File: src/rtl/serial_pattern_tx_pkg.sv
// Shared definitions for the serial pattern transmitter and the detector benches.
// Holds the frame FSM state encoding and a helper returning the frame length
// in clock cycles (preamble + payload + stop bit).
package serial_pattern_tx_pkg;

    typedef enum logic [1:0] {
        IDLE = 2'b00,
        PRE  = 2'b01,
        DATA = 2'b10,
        STOP = 2'b11
    } tx_state_t;

    function automatic int frame_len(input int pre_w, input int data_w);
        return pre_w + data_w + 1;
    endfunction

endpackage

File: src/rtl/serial_pattern_tx_piso.sv
// Parallel-in serial-out shift register, MSB first; load wins over shift.
// Ports: clk, reset (sync, active-low), load/shift enables, din word in,
//        msb = current most significant bit (next serial bit).
module serial_pattern_tx_piso #(
    parameter int DATA_W = 8
) (
    input  logic              clk,
    input  logic              reset,
    input  logic              load,
    input  logic              shift,
    input  logic [DATA_W-1:0] din,
    output logic              msb
);

    logic [DATA_W-1:0] sreg;

    always_ff @(posedge clk) begin
        if (!reset) begin
            sreg <= '0;
        end else if (load) begin
            sreg <= din;
        end else if (shift) begin
            sreg <= sreg << 1;
        end
    end

    assign msb = sreg[DATA_W-1];

endmodule

File: src/rtl/serial_pattern_tx.sv
// Parallel-to-serial frame transmitter: preamble, payload MSB-first, stop bit.
// Ports: clk, reset (sync, active-low), din/din_valid/din_ready handshake,
//        x_out/x_en serial stream, busy (not idle), done (stop-bit cycle pulse).
module serial_pattern_tx
    import serial_pattern_tx_pkg::*;
#(
    parameter int              DATA_W  = 8,
    parameter int              PRE_W   = 2,
    parameter logic [PRE_W-1:0] PRE_PAT = 2'b11
) (
    input  logic              clk,
    input  logic              reset,
    input  logic [DATA_W-1:0] din,
    input  logic              din_valid,
    output logic              din_ready,
    output logic              x_out,
    output logic              x_en,
    output logic              busy,
    output logic              done
);

    localparam int MAX_W = (PRE_W > DATA_W) ? PRE_W : DATA_W;
    localparam int CNT_W = $clog2(MAX_W) + 1;
    localparam logic [CNT_W-1:0] PRE_LAST  = CNT_W'(PRE_W - 1);
    localparam logic [CNT_W-1:0] DATA_LAST = CNT_W'(DATA_W - 1);

    tx_state_t        state;
    logic [CNT_W-1:0] cnt;      // bits remaining in the current state after this one
    logic [PRE_W-1:0] pre_sr;   // preamble bits still to be sent, MSB next
    logic             accept;
    logic             sreg_shift;
    logic             sreg_msb;

    // Ready only depends on state so the upstream sees a stable, glitch-free ready.
    assign din_ready = (state == IDLE) || (state == STOP);
    assign accept    = din_valid && din_ready;

    // The payload MSB is copied to x_out whenever a data bit is being registered:
    // on entry to DATA and on every DATA cycle except the last.
    assign sreg_shift = ((state == PRE)  && (cnt == '0)) ||
                        ((state == DATA) && (cnt != '0));

    serial_pattern_tx_piso #(.DATA_W(DATA_W)) u_piso (
        .clk   (clk),
        .reset (reset),
        .load  (accept),
        .shift (sreg_shift),
        .din   (din),
        .msb   (sreg_msb)
    );

    always_ff @(posedge clk) begin
        if (!reset) begin
            state  <= IDLE;
            cnt    <= '0;
            pre_sr <= '0;
            x_out  <= 1'b0;
            x_en   <= 1'b0;
            busy   <= 1'b0;
            done   <= 1'b0;
        end else begin
            case (state)
                IDLE, STOP: begin
                    done <= 1'b0;
                    if (accept) begin
                        state  <= PRE;
                        cnt    <= PRE_LAST;
                        x_out  <= PRE_PAT[PRE_W-1];
                        pre_sr <= PRE_PAT << 1;
                        x_en   <= 1'b1;
                        busy   <= 1'b1;
                    end else begin
                        state  <= IDLE;
                        cnt    <= '0;
                        x_out  <= 1'b0;
                        x_en   <= 1'b0;
                        busy   <= 1'b0;
                    end
                end
                PRE: begin
                    if (cnt == '0) begin
                        state <= DATA;
                        cnt   <= DATA_LAST;
                        x_out <= sreg_msb;
                    end else begin
                        cnt    <= cnt - 1'b1;
                        x_out  <= pre_sr[PRE_W-1];
                        pre_sr <= pre_sr << 1;
                    end
                end
                DATA: begin
                    if (cnt == '0) begin
                        state <= STOP;
                        cnt   <= '0;
                        x_out <= 1'b0;
                        done  <= 1'b1;
                    end else begin
                        cnt   <= cnt - 1'b1;
                        x_out <= sreg_msb;
                    end
                end
                default: begin
                    state <= IDLE;
                end
            endcase
        end
    end

endmodule

File: config.mk
export PLATFORM = sky130hd
export DESIGN_NAME = serial_pattern_tx
export DESIGN_NICKNAME = d
export VERILOG_FILES = /design/src/rtl/serial_pattern_tx_pkg.sv /design/src/rtl/serial_pattern_tx_piso.sv /design/src/rtl/serial_pattern_tx.sv
export SDC_FILE = /design/constraint.sdc
export NUM_CORES = 1
export LEC_CHECK = 0
export BUFFER_PORTS_ARGS = -buffer_cell sky130_fd_sc_hd__buf_2
export CAP_MARGIN = 5
export CELL_PAD_IN_SITES_DETAIL_PLACEMENT = 0
export CELL_PAD_IN_SITES_GLOBAL_PLACEMENT = 1
export CORE_ASPECT_RATIO = 1.25
export CORE_UTILIZATION = 39
export CTS_CLUSTER_SIZE = 20
export DETAILED_ROUTE_END_ITERATION = 8
export HOLD_SLACK_MARGIN = 0.12
export MAX_ROUTING_LAYER = met4
export PLACE_DENSITY = 0.78
export SLEW_MARGIN = 20
export SYNTH_ARGS = -nofsm -noshare
export SYNTH_HDL_FRONTEND = slang
export SYNTH_SLANG_ARGS = --single-unit
File: constraint.sdc
create_clock -name clk -period 2.2 [get_ports clk]
set_input_delay 0.11 -clock clk [delete_from_list [all_inputs] [get_ports clk]]
set_output_delay 0.11 -clock clk [all_outputs]
set_load 0.02 [all_outputs]
After elaboration in Yosys (flattened, before gate mapping)

Cells that the tools add are included.

Reduce and logical (&&, ||, !) cells: 15
Equal/unequal tests: 7
Multiplexer cells: 19
Add/subtract/negate cells: 1

Operators with widths:

| kind                                                                  | number |
|---|---|
| 8-bit two-way mux                                                     | 2 |
| 4-bit case mux with 3 select lines                                    | 1 |
| 2-bit two-way mux                                                     | 4 |
| 4-bit two-way mux                                                     | 2 |
| 1-bit two-way mux                                                     | 6 |
| 2-bit case mux with 3 select lines                                    | 1 |
| 2-bit nonzero test                                                    | 3 |
| 2-bit equality test, second input constant                            | 2 |
| 4-bit logical NOT                                                     | 1 |
| 2-bit by 1-bit != test with 1-bit output, second input constant       | 2 |
| 2-bit != test, second input constant                                  | 2 |
| 2-bit case mux with 2 select lines                                    | 1 |
| 2-bit AND reduction                                                   | 2 |
| 4-bit nonzero test                                                    | 1 |
| 4-bit by 1-bit subtractor with 4-bit output, second input constant    | 1 |
| 1-bit logical AND                                                     | 3 |
| 1-bit case mux with 3 select lines                                    | 1 |
| 3-bit AND reduction                                                   | 1 |
| 2-bit by 1-bit equality test with 1-bit output, second input constant | 1 |
| 2-bit logical NOT                                                     | 1 |
| 1-bit logical OR                                                      | 2 |
| 1-bit case mux with 2 select lines                                    | 1 |
| 2-bit OR reduction                                                    | 1 |

Logic and storage cells: 49
Register bits: 19
Output and inout bits: 5
Bits of input ports: 11

Depth between registers and ports, before layout

Depth after elaboration: 5
Depth in mapped cells: 7

By module

Synthesis repeated with hierarchy kept, for this count alone.

Cell total of the unflattened synthesis: 91
Area, all modules: 922.1 um2

Modules (own cells, without submodules):

| module                 | area an instance (um2) | cells each | instances |
|---|---|---|---|
| serial_pattern_tx      | 503.0                  | 56         | 1 |
| serial_pattern_tx_piso | 419.2                  | 35         | 1 |

Worst setup path after synthesis

Ideal clock, no wire load.

Path type: reg2reg
Start: reg state[0]
End: reg u_piso.sreg[0]
Buffers on the path: 2
Setup time: 75 ps
Path slack: 443 ps
Cell stages (with the launch flop): 8
Arrival time: 1682 ps
Cells stage by stage: dfxtp_1 inv_1 ha_1 clkbuf_1 nand2_1 clkbuf_1 nand3_1 o22ai_1

Longest elaborated chain between the ends: 4

Ends and longest elaborated chain:

| element                                                         | RTL line                     | RTL |
|---|---|---|
| start: declaration                                              | serial_pattern_tx.sv:27      | `tx_state_t state;` |
| start signal: assignment                                        | serial_pattern_tx.sv:54      | `state <= IDLE;` |
| start signal: assignment                                        | serial_pattern_tx.sv:66      | `state <= PRE;` |
| start signal: assignment                                        | serial_pattern_tx.sv:73      | `state <= IDLE;` |
| 2-bit equality test / 2-bit logical NOT (equally long branches) | serial_pattern_tx.sv:35      | `assign din_ready = (state == IDLE) \|\| (state == STOP);` |
| 1-bit logical OR *                                              | serial_pattern_tx.sv:35      |  |
| named net din_ready                                             | serial_pattern_tx.sv:15      | `output logic din_ready,` |
| 1-bit logical AND *                                             | serial_pattern_tx.sv:36      | `assign accept = din_valid && din_ready;` |
| 8-bit two-way mux / 2-bit nonzero test (equally long branches)  | n/a                          |  |
| end signal: assignment                                          | serial_pattern_tx_piso.sv:21 | `sreg <= din;` |
| end signal: assignment                                          | serial_pattern_tx_piso.sv:23 | `sreg <= sreg << 1;` |
| end: declaration                                                | serial_pattern_tx_piso.sv:15 | `logic [DATA_W-1:0] sreg;` |

The timed path passes the listed nets; every way through them passes the cells marked *.
A chain may end at the register's enable or synchronous reset.

Worst setup path after layout

Start: reg cnt[0]
End: reg u_piso.sreg[7]

Longest elaborated chain between the ends: 4

Ends and longest elaborated chain:

| element                                                        | RTL line                                         | RTL |
|---|---|---|
| start: declaration                                             | serial_pattern_tx.sv:28                          | `logic [CNT_W-1:0] cnt;` |
| start signal: assignment                                       | serial_pattern_tx.sv:86                          | `cnt <= cnt - 1'b1;` |
| start signal: assignment                                       | serial_pattern_tx.sv:98                          | `cnt <= cnt - 1'b1;` |
| 4-bit logical NOT / 4-bit nonzero test (equally long branches) | serial_pattern_tx.sv:40, serial_pattern_tx.sv:41 |  |
| 1-bit logical AND, on equally long branches                    | serial_pattern_tx.sv:40, serial_pattern_tx.sv:41 |  |
| 1-bit logical OR *                                             | serial_pattern_tx.sv:40                          | `assign sreg_shift = ((state == PRE) && (cnt == '0)) \|\|` |
| 2-bit nonzero test (no line) *                                 | n/a                                              |  |

Every way passes the cells marked *; elsewhere a longest branch is shown, timed or not.

==> key figures <==
Run status
  • Status: complete, no violations

Power and ir drop
  • LEAKAGE: around 0.4 nW
  • Pwr dens: approximately 1500 mW/mm²
  • VDD IR max: roughly 0.74 mV

Detailed routing
  • DRT antenna net count: 0
  • Post-DR vias/cell: about 5.8
  • Initial DRT Pass Iterations: 2
  • Wire per inst: between 10 and 15 µm
  • Routed via count: 751
  • Overall routed net length: between 1500 and 2000 µm
  • Detailed router's first-iteration violation count: 3
  • Residual DRC: 0

Setup path
  • CP endpoint: u_piso.sreg[7]$_SDFFE_PN0P_
  • Setup crit start: cnt[0]$_SDFF_PN0_
  • FF-to-FF End: u_piso.sreg[7]$_SDFFE_PN0P_
  • Launching point of the worst reg2reg path: cnt[0]$_SDFF_PN0_
  • CP Data Required Time: around 2400 ps
  • Critical path type: flop to flop
  • Crit-path max FO: 9
  • Worst R2R Setup Slack: 470 ps
  • R2r worst-path depth: 4
  • Crit end category: flop
  • Crit path launch type: flop
  • Critical path arrival: around 2000 ps

Yosys
  • Synthesized area per cell: ~8.9 µm²
  • Largest family of logic cells by synthesized area: compound AO/OA/AOI/OAI gates
  • Synth Area in Simple Gates: roughly 15%
  • Synth Area in Compound Gates: slightly above 30%
  • Post-synthesis mux area share: around 1.7%
  • Yosys warning total: 0
  • Post-synth net total: between 100 and 150
  • Yosys reg bits: 18
  • Synthesized area: just over 800 µm²
  • Post-Synth Adder-Cell Area: 3.01%
  • Netlist cell types: 30
  • Post-Synth XOR/XNOR Area: roughly 1.1%
  • Seq/Total Area, Yosys: a little over two fifths
  • Cell count after synthesis: slightly above 90

GRT
  • Tot GR Track Use: approximately a fifth
  • Global-route wire length before repair: 3230 µm
  • Vias in the first global route: 753
  • Total global routing overflow: 0
  • Initial antenna violation count: 0
  • Pin count of the biggest net entering global routing: 18

Cells and area
  • Final std cells w/o fill: between 100 and 150
  • Area delta synth->final: 15.7%
  • Share of layout cells above drive strength 1: a little under a quarter
  • Layout Nets: around 120
  • # fillers: around 210
  • Antenna Cells: 0

Clock network
  • Clock-pin slew on the worst setup and hold paths: 100 ps
  • # Post-CTS Setup Buffers: 0
  • Clock Tree Buf Depth: 2
  • Root buffer cell: clkbuf_4
  • Clock H-tree levels: 1
  • Clk_lat worst skew: 280 ps
  • CTS tree: done
  • Cts bufs inserted: 3
  • Clock sink count: 18

STA
  • Final hold vios: 0
  • Setup TNS: 0 ps
  • Final Skew: between 2 and 2.5 ps
  • Tmin final: 1730 ps
  • Crit share post-route: approximately four fifths
  • Worst slew margin: between 60% and 70%
  • Measured slew at the worst slew-check pin: 485 ps
  • Max-slew violations: 0
  • Hold Slack: about 150 ps
  • Setup ws final: around 470 ps
  • Setup violators final: 0
  • Max Freq: slightly below 0.6 GHz
  • RSZ-0062 raised after global routing: no

Floorplanning
  • Cell row count: 18
  • Die area: 0.00232 mm²
  • Core Region: 0.00198 mm²
  • Die Span Y: 53.6 µm
  • Horiz. Die Dim: between 40 and 50 µm
  • Initial core utilization: between 40% and 50%
  • IO Count: 16

Placement
  • Post-DP HPWL: ~1200 µm
  • Placed cells: roughly 120
  • I/O Buffers: 15
  • GP Congestion: between 0.7 and 0.8
  • Setup WS pre-CTS: approximately 500 ps

Min path
  • Worst hold path type: input pin to flop
  • Min-delay src: din[4]

Run
  • Max cap viols: 0
kinds of logic (layout without fill, tap and decap cells):
logic type,after synthesis,count (layout)
compound gates,36,36
simple gates,23,23
flops,18,18
buf+inv,12,28
fa+ha+maj,2,2
xor+xnor,1,1
mux,1,1
report_power, final:
group | internal [mW] | switching [mW]
registers | 0.443 | 0.0938
clock network | 0.101 | 0.0972
logic | 0.250 | 0.409
critical path, cell delays in order, from the launching register on:
cell	delay (ps)
dfxtp_1	380
nor4_2	450
mux2i_2	520
o22ai_1	160
a21oi_1	160
stage by stage:
stage	util, %	cell area [µm²]	power, mW
CTS	48.5	961	1.40
finish	48.5	961	1.39
floorplan	-	831	1.06
global route	48.5	961	1.52
global placement	46.1	915	1.19
detailed placement	46.1	915	1.20
flip-flops by register name (all words and copies together), names as in the netlist:
| name | flops |
|---|---|
| cnt | 4 |
| pre_sr | 1 |
| state | 2 |
| busy | 1 |
| u_piso.sreg | 8 |
| done | 1 |
| x_out | 1 |
worst min-delay path by stage:
stage,slack (ps),end,cells after the start
floorplan,240,u_piso.sreg[0]$_SDFFE_PN0P_,2
global placement,350,u_piso.sreg[0]$_SDFFE_PN0P_,3
detailed placement,370,u_piso.sreg[0]$_SDFFE_PN0P_,3
CTS,150,u_piso.sreg[2]$_SDFFE_PN0P_,3
global route,160,u_piso.sreg[6]$_SDFFE_PN0P_,3
finish,150,u_piso.sreg[4]$_SDFFE_PN0P_,3
layout make-up:
cell class	count	area, µm²	share of cell area [%]
well taps	20	25.0	2.60
inverters	7	26.3	2.73
multi-input cells	63	420	43.7
repair buffers	17	92.6	9.64
flip-flops and latches	18	360	37.5
clock buffers	4	36.3	3.78
cells in the final DEF, fill, tap and decap left out, drive strengths merged:
master and n:
o22ai 8, mux2i 1, nand3 5, nor4 1
o311ai 1, a21oi 11, o21a 1, o21ai 3
nand2b 1, a211oi 2, nor2 7, ha 2
nand2 5, nand4 2, dlygate4sd3 1, buf 16
dfxtp 18, clkbuf 4, a211o 1, a31oi 1
xor2 1, a22oi 1, or4 1, o221ai 7
nor3 1, inv 7
what timing repair did:
item                                   CTS  global route
resized for setup                        0             0
endpoints found under the hold margin    1             0
hold buffers                             1             0
Yosys cell counts:
| cell type | instances | area (µm²) |
|---|---|---|
| nand3_1 | 5 | 25.0 |
| a211o_1 | 1 | 8.76 |
| o21ai_0 | 1 | 5.00 |
| mux2i_2 | 1 | 13.8 |
| nor2_1 | 7 | 26.3 |
| nor4_2 | 1 | 12.5 |
| o21ai_1 | 1 | 5.00 |
| a211oi_2 | 1 | 12.5 |
| a211oi_1 | 1 | 7.51 |
| buf_4 | 1 | 7.51 |
| ha_1 | 2 | 25.0 |
| dfxtp_1 | 18 | 360 |
| clkbuf_1 | 3 | 11.3 |
| inv_1 | 7 | 26.3 |
| nand2_4 | 1 | 11.3 |
| nor3_1 | 1 | 5.00 |
| o22ai_1 | 8 | 50.1 |
| buf_2 | 1 | 5.00 |
| o311ai_2 | 1 | 16.3 |
| o221ai_1 | 7 | 61.3 |
| xor2_1 | 1 | 8.76 |
| a22oi_1 | 1 | 7.51 |
| or4_1 | 1 | 7.51 |
| o21ai_2 | 1 | 8.76 |
| nand2b_1 | 1 | 6.26 |
| nand4_1 | 2 | 12.5 |
| nand2_1 | 4 | 15.0 |
| a31oi_1 | 1 | 6.26 |
| o21a_1 | 1 | 7.51 |
| a21oi_1 | 11 | 55.1 |
layer usage:
layer | part of all wire, % | global-route usage [%]
met1 | 46 | 21.7
met2 | 50 | 34.1
met3 | 3.0 | 3.02
met4 | 0.75 | 4.55
met5 | 0 | -
Power figures use the tool's default switching activity.
